[config.mk]
export PLATFORM = sky130hd
export DESIGN_NAME = frequency_lock_monitor_flat
export DESIGN_NICKNAME = d
export VERILOG_FILES = /design/src/rtl/frequency_lock_monitor_if.sv /design/src/rtl/frequency_lock_monitor.sv /design/src/flat_wrapper.sv
export SDC_FILE = /design/constraint.sdc
export NUM_CORES = 1
export LEC_CHECK = 0
export CAP_MARGIN = 10
export CORE_ASPECT_RATIO = 0.5
export CORE_MARGIN = 5
export CORE_UTILIZATION = 40
export CTS_CLUSTER_DIAMETER = 50
export DETAILED_ROUTE_END_ITERATION = 7
export GPL_ROUTABILITY_DRIVEN = 0
export PLACE_DENSITY = 0.6
export RECOVER_POWER = 25
export SYNTH_ARGS = -nofsm -noshare
export SYNTH_HDL_FRONTEND = slang
export SYNTH_SLANG_ARGS = --single-unit
[constraint.sdc]
create_clock -name clock -period 10 [get_ports clock]
set_input_delay 1 -clock clock [delete_from_list [all_inputs] [get_ports clock]]
set_output_delay 1 -clock clock [all_outputs]
set_load 0.005 [all_outputs]
[src/rtl/frequency_lock_monitor_if.sv]
// frequency_lock_monitor_if: sample input and status output bundle of the lock monitor
// master: drives frequency_in/valid_in/clear_extremes, reads the status outputs
// slave: the monitor side
interface frequency_lock_monitor_if;
  logic [31:0] frequency_in;
  logic valid_in;
  logic clear_extremes;
  logic in_window;
  logic locked;
  logic lock_lost;
  logic [31:0] average;
  logic average_valid;
  logic [31:0] minimum;
  logic [31:0] maximum;
  logic [15:0] sample_count;
  modport master (
    output frequency_in, valid_in, clear_extremes,
    input in_window, locked, lock_lost, average, average_valid, minimum, maximum, sample_count
  );
  modport slave (
    input frequency_in, valid_in, clear_extremes,
    output in_window, locked, lock_lost, average, average_valid, minimum, maximum, sample_count
  );
endinterface

[src/rtl/frequency_lock_monitor.sv]
// frequency_lock_monitor: window/hysteresis lock detection, boxcar average and min/max of frequency samples
// clock, reset (async, active-high); bus: frequency_in/valid_in/clear_extremes in,
// in_window/locked/lock_lost/average/average_valid/minimum/maximum/sample_count out (all registered)
module frequency_lock_monitor #(
  parameter logic [31:0] EXPECTED_FREQUENCY = 32'd100000000,
  parameter logic [31:0] TOLERANCE = 32'd1000,
  parameter int LOCK_COUNT = 4,
  parameter int UNLOCK_COUNT = 2,
  parameter int LOG2_OF_AVERAGE_DEPTH = 2
) (
  input logic clock,
  input logic reset,
  frequency_lock_monitor_if.slave bus
);
  localparam int DEPTH = 1 << LOG2_OF_AVERAGE_DEPTH;
  localparam int SW = 32 + LOG2_OF_AVERAGE_DEPTH;
  localparam logic [31:0] LOW = EXPECTED_FREQUENCY >= TOLERANCE ? EXPECTED_FREQUENCY - TOLERANCE : 32'd0;
  localparam logic [32:0] HIGH33 = {1'b0, EXPECTED_FREQUENCY} + {1'b0, TOLERANCE};
  localparam logic [31:0] HIGH = HIGH33[32] ? 32'hFFFF_FFFF : HIGH33[31:0];
  localparam logic [15:0] LC = 16'(LOCK_COUNT);
  localparam logic [15:0] UC = 16'(UNLOCK_COUNT);
  localparam logic [15:0] D_M1 = 16'(DEPTH - 1);
  typedef enum logic [1:0] {IDLE, ACQUIRING, LOCKED} state_t;
  state_t state, state_n;
  logic [15:0] good, good_n, bad, bad_n;
  logic lost_n, win, first, load;
  logic [31:0] hist [DEPTH];
  logic [SW-1:0] sum, sum_n;
  assign win = bus.frequency_in >= LOW && bus.frequency_in <= HIGH;
  assign load = first | bus.clear_extremes;
  // the oldest history slot is zero until filled, so the sum is zero-padded during warm-up
  assign sum_n = sum + SW'(bus.frequency_in) - SW'(hist[DEPTH-1]);
  always_comb begin
    state_n = state;
    good_n = good;
    bad_n = bad;
    lost_n = 1'b0;
    if (bus.valid_in)
      case (state)
        IDLE: if (win) begin
          good_n = 16'd1;
          state_n = LC == 16'd1 ? LOCKED : ACQUIRING;
        end
        ACQUIRING: begin
          good_n = win ? good + 16'd1 : 16'd0;
          state_n = !win ? IDLE : good_n == LC ? LOCKED : ACQUIRING;
        end
        LOCKED: begin
          bad_n = win ? 16'd0 : bad + 16'd1;
          if (bad_n == UC) begin
            state_n = IDLE;
            good_n = 16'd0;
            bad_n = 16'd0;
            lost_n = 1'b1;
          end
        end
        default: state_n = IDLE;
      endcase
  end
  always_ff @(posedge clock or posedge reset)
    if (reset) begin
      state <= IDLE;
      good <= '0;
      bad <= '0;
      sum <= '0;
      first <= 1'b1;
      for (int i = 0; i < DEPTH; i++) hist[i] <= '0;
      bus.in_window <= 1'b0;
      bus.locked <= 1'b0;
      bus.lock_lost <= 1'b0;
      bus.average <= '0;
      bus.average_valid <= 1'b0;
      bus.minimum <= '0;
      bus.maximum <= '0;
      bus.sample_count <= '0;
    end else begin
      state <= state_n;
      good <= good_n;
      bad <= bad_n;
      bus.lock_lost <= lost_n;
      if (bus.valid_in) begin
        hist[0] <= bus.frequency_in;
        for (int i = 1; i < DEPTH; i++) hist[i] <= hist[i-1];
        sum <= sum_n;
        first <= 1'b0;
        bus.in_window <= win;
        bus.locked <= state_n == LOCKED;
        bus.average <= sum_n[LOG2_OF_AVERAGE_DEPTH +: 32];
        bus.average_valid <= bus.average_valid | (bus.sample_count >= D_M1);
        bus.minimum <= load || bus.frequency_in < bus.minimum ? bus.frequency_in : bus.minimum;
        bus.maximum <= load || bus.frequency_in > bus.maximum ? bus.frequency_in : bus.maximum;
        bus.sample_count <= bus.sample_count + 16'(bus.sample_count != 16'hFFFF);
      end else if (bus.clear_extremes) first <= 1'b1;
    end
endmodule
[src/flat_wrapper.sv]
// flat-port wrapper written by rule: the top's interface ports become plain ports
module frequency_lock_monitor_flat 
#(
  parameter logic [31:0] EXPECTED_FREQUENCY = 32'd100000000,
  parameter logic [31:0] TOLERANCE = 32'd1000,
  parameter int LOCK_COUNT = 4,
  parameter int UNLOCK_COUNT = 2,
  parameter int LOG2_OF_AVERAGE_DEPTH = 2
)
  (clock, reset, bus_frequency_in, bus_valid_in, bus_clear_extremes, bus_in_window, bus_locked, bus_lock_lost, bus_average, bus_average_valid, bus_minimum, bus_maximum, bus_sample_count);
  frequency_lock_monitor_if bus_i ();
  input logic clock;
  input logic reset;
  input wire logic [$bits(bus_i.frequency_in)-1:0] bus_frequency_in;
  input wire logic [$bits(bus_i.valid_in)-1:0] bus_valid_in;
  input wire logic [$bits(bus_i.clear_extremes)-1:0] bus_clear_extremes;
  output wire logic [$bits(bus_i.in_window)-1:0] bus_in_window;
  output wire logic [$bits(bus_i.locked)-1:0] bus_locked;
  output wire logic [$bits(bus_i.lock_lost)-1:0] bus_lock_lost;
  output wire logic [$bits(bus_i.average)-1:0] bus_average;
  output wire logic [$bits(bus_i.average_valid)-1:0] bus_average_valid;
  output wire logic [$bits(bus_i.minimum)-1:0] bus_minimum;
  output wire logic [$bits(bus_i.maximum)-1:0] bus_maximum;
  output wire logic [$bits(bus_i.sample_count)-1:0] bus_sample_count;
  assign bus_i.frequency_in = bus_frequency_in;
  assign bus_i.valid_in = bus_valid_in;
  assign bus_i.clear_extremes = bus_clear_extremes;
  assign bus_in_window = bus_i.in_window;
  assign bus_locked = bus_i.locked;
  assign bus_lock_lost = bus_i.lock_lost;
  assign bus_average = bus_i.average;
  assign bus_average_valid = bus_i.average_valid;
  assign bus_minimum = bus_i.minimum;
  assign bus_maximum = bus_i.maximum;
  assign bus_sample_count = bus_i.sample_count;
  frequency_lock_monitor #(.EXPECTED_FREQUENCY(EXPECTED_FREQUENCY), .TOLERANCE(TOLERANCE), .LOCK_COUNT(LOCK_COUNT), .UNLOCK_COUNT(UNLOCK_COUNT), .LOG2_OF_AVERAGE_DEPTH(LOG2_OF_AVERAGE_DEPTH)) u_core (.clock(clock), .reset(reset), .bus(bus_i));
endmodule
==> flow_summary.ini <==
[power_and_ir_drop]
p_leak_uw = 0.008940
peakVddDrop_uv = 169.4
p_per_area_nw_per_um2 = 280.5

[yosys]
yosysSeqAreaShare_pct = 43.42
syn_nets = 1715
synth_top_area_share_pct = 43.26
synthDistinctLibCells = 70
synth-edff-count = 0
ys_ff_latch = 281
synth-main-ff-cell = dfrtp_1
syn_area_per_cell_um2 = 10.50
yosysWarnings = 0
ys_async_sr_fraction_pct = 100.0
synthCells = 1542
synth_top_cell_by_area = dfrtp_1
syn-cell-area_um2 = 16200
ys_top_cells_by_area = dfrtp_1 43%, mux2_2 9.4%, ha_1 8.1%, inv_1 5.0%, mux2i_1 4.8%

[worst_setup_path]
path_class = in -> reg
cp_max_fo = 70
required_ns = 10.30
end_kind = flop
path_delay_family = buffers and inverters
cp-start-kind = input pin
path_buf_inv = 3
critPathSlowestCell = clkbuf_1
worstPathArrival_ns = 6.95
path_common_cell = clkbuf_1
cpPeakStageDelay_ns = 2.53
crit_path_cell_trace = clkbuf_1, clkbuf_1, clkbuf_1, o21ai_0

[timing]
finalCriticalPeriod_ns = 6.650
max_slew_margin_pct = -225.1
setup_violations = 0
hold_violations = 0
finalSetupTns_ns = 0
rsz0062_at_grt = no
skew_ns = 0.01593
worstMarginPinSlew_ns = 4.850
timing.fmax_ghz = 0.1504
drv_slew = 234
period_share_pct = 66.50

[drt]
drc_errors = 0
dr.pass1.iters = 5
final_antenna_net_count = 0
viasPerCell = 5.119
wl_per_cell_um = 18.11
vias = 11320
wirelength_mm = 40.06
drtIter0Drc = 669

[run_status]
failed_checks = capacitance limit, slew limit
status = complete, but fails checks

[final_layout]
syn_to_final_growth_pct = 17.70
drive_above_1_share_pct = 12.98
finalInstanceArea_um2 = 19060
fillers = 3810
final_common_cell = dfrtp_1
finalNetCount = 1820
antennaDiodeCount = 0
layout_common_cells = 280 x dfrtp_1, 215 x inv_1, 147 x clkdlybuf4s50_1

[clock_network]
clkLatencyLatePin_ns = 0.58
cts_buffers = 31
cts_resized = 0
cts_tree = done
htree_levels = 1
path_clk_slew_ns = 0.06
root_buffer = clkbuf_16
ctsHoldBuffers = 0
postCtsSetupBuffers = 0
clock_path_buffers = 3
cts.sinks = 281

[floorplanning]
coreArea_um2 = 40210
boundaryPins = 152
start_util_pct = 40.28
die_w_um = 294.6
rows = 52
die_y_um = 152.3
die_area_um2 = 44860

[place]
detailed_place_hpwl_mm = 29.77
placed_area_um2 = 18010
io_buffers = 151

[global_routing]
grt_pass1_wl_mm = 64.20
grt_use_met2_pct = 27.70
met1_usage_pct = 26.43
grt_use_total_pct = 17.68
busiest_layer = met2
grtUsageMet3_pct = 2.185
overflow = 0
grt_pass1_vias = 11100
antenna_found_initial = 1
grt_max_degree = 176

[hold_path]
hold_path.class = reg -> reg

[job]
cap_violations = 3
## state kept, by name (all words and copies together) (netlist names)
register / count
u_core.bad: 16
u_core.first: 1
u_core.sum: 34
u_core.bus.lock_lost: 1
u_core.bus.maximum: 32
u_core.state: 2
u_core.bus.in_window: 1
u_core.bus.average_valid: 1
u_core.good: 16
u_core.bus.sample_count: 16
u_core.bus.locked: 1
u_core.bus.minimum: 32
u_core.hist: 128
## where the power goes
part           internal (uW)  total (uW)  switching (uW)
Sequential              1400        1610             211
Clock                    709        1200             491
Combinational           1190        2530            1340
Total                   3310        5350            2040
## cell families (layout without fill, tap and decap cells)
| group | Yosys count | count (layout) | synth area share [%] |
|---|---|---|---|
| XOR/XNOR | 46 | 46 | 2.487 |
| flip-flops | 281 | 281 | 43.42 |
| AND/OR/NAND/NOR | 304 | 304 | 9.517 |
| multiplexers | 213 | 213 | 14.21 |
| buffers and inverters | 302 | 432 | 7.787 |
| adder cells (fa/ha/maj) | 137 | 137 | 12.07 |
| AO/OA/AOI/OAI | 259 | 259 | 10.51 |
## Yosys cell counts, types with 18 or more instances
master and instances:
buf_4 32, a21oi_1 48, fa_1 32, ha_1 105, nand2_1 78, clkbuf_1 45
mux2_2 135, xor2_1 18, a21o_1 30, xnor2_1 28, nor3_1 25, o21ai_0 67
mux2i_1 78, dfrtp_1 280, nand4_1 31, nor2_1 58, nand3_1 30, inv_1 216
## final timing paths
path | startpoint | to | slack (ns) | cells after the start
hold reg to reg | u_core.hist[82] | u_core.hist[50] | 0.49 | 1
hold / removal | u_core.hist[82] | u_core.hist[50] | 0.49 | 1
setup / recovery | bus_valid_in | u_core.sum[5] | 3.35 | 4
max in group asynchronous | reset | u_core.hist[57] | 5.45 | 3
min in group asynchronous | reset | u_core.hist[101] | 2.37 | 2
setup reg to reg | u_core.bus.maximum[25] | u_core.bus.maximum[0] | 6.04 | 12
## per-stage QoR
stage | worst slack [ns] | power [uW] | util [%] | std cells | hold WS (ns)
final | 3.350 | 5348 | 47.41 | 2212 | 0.4924
after global routing | 2.798 | 5790 | 47.41 | 2212 | 0.5131
after CTS | 5.228 | 5399 | 47.46 | 2212 | 0.4970
after detailed placement | 4.677 | 4169 | 44.79 | 2154 | 0.4875
after global placement | 4.628 | 4147 | 44.79 | 2154 | 0.4804
after floorplan | 1.251 | 3396 | - | 1542 | 0.4428
## cell type report
| type | count | area [um^2] | area share (%) |
|---|---|---|---|
| Clock buffer | 43 | 900.9 | 4.726 |
| Clock inverter | 15 | 173.9 | 0.9123 |
| Inverter | 217 | 815.8 | 4.279 |
| Multi-Input combinational cell | 959 | 7909 | 41.49 |
| Sequential cell | 281 | 7033 | 36.89 |
| Tap cell | 540 | 675.6 | 3.544 |
| Timing Repair Buffer | 157 | 1555 | 8.158 |
## metal layers
layer,vias to the layer above,part of all wire (%)
met5,-,0.050
met4,2,2.2
met3,55,2.6
met2,146,45
met1,5583,50
li1,5538,-
Power figures use the tool's default switching activity.
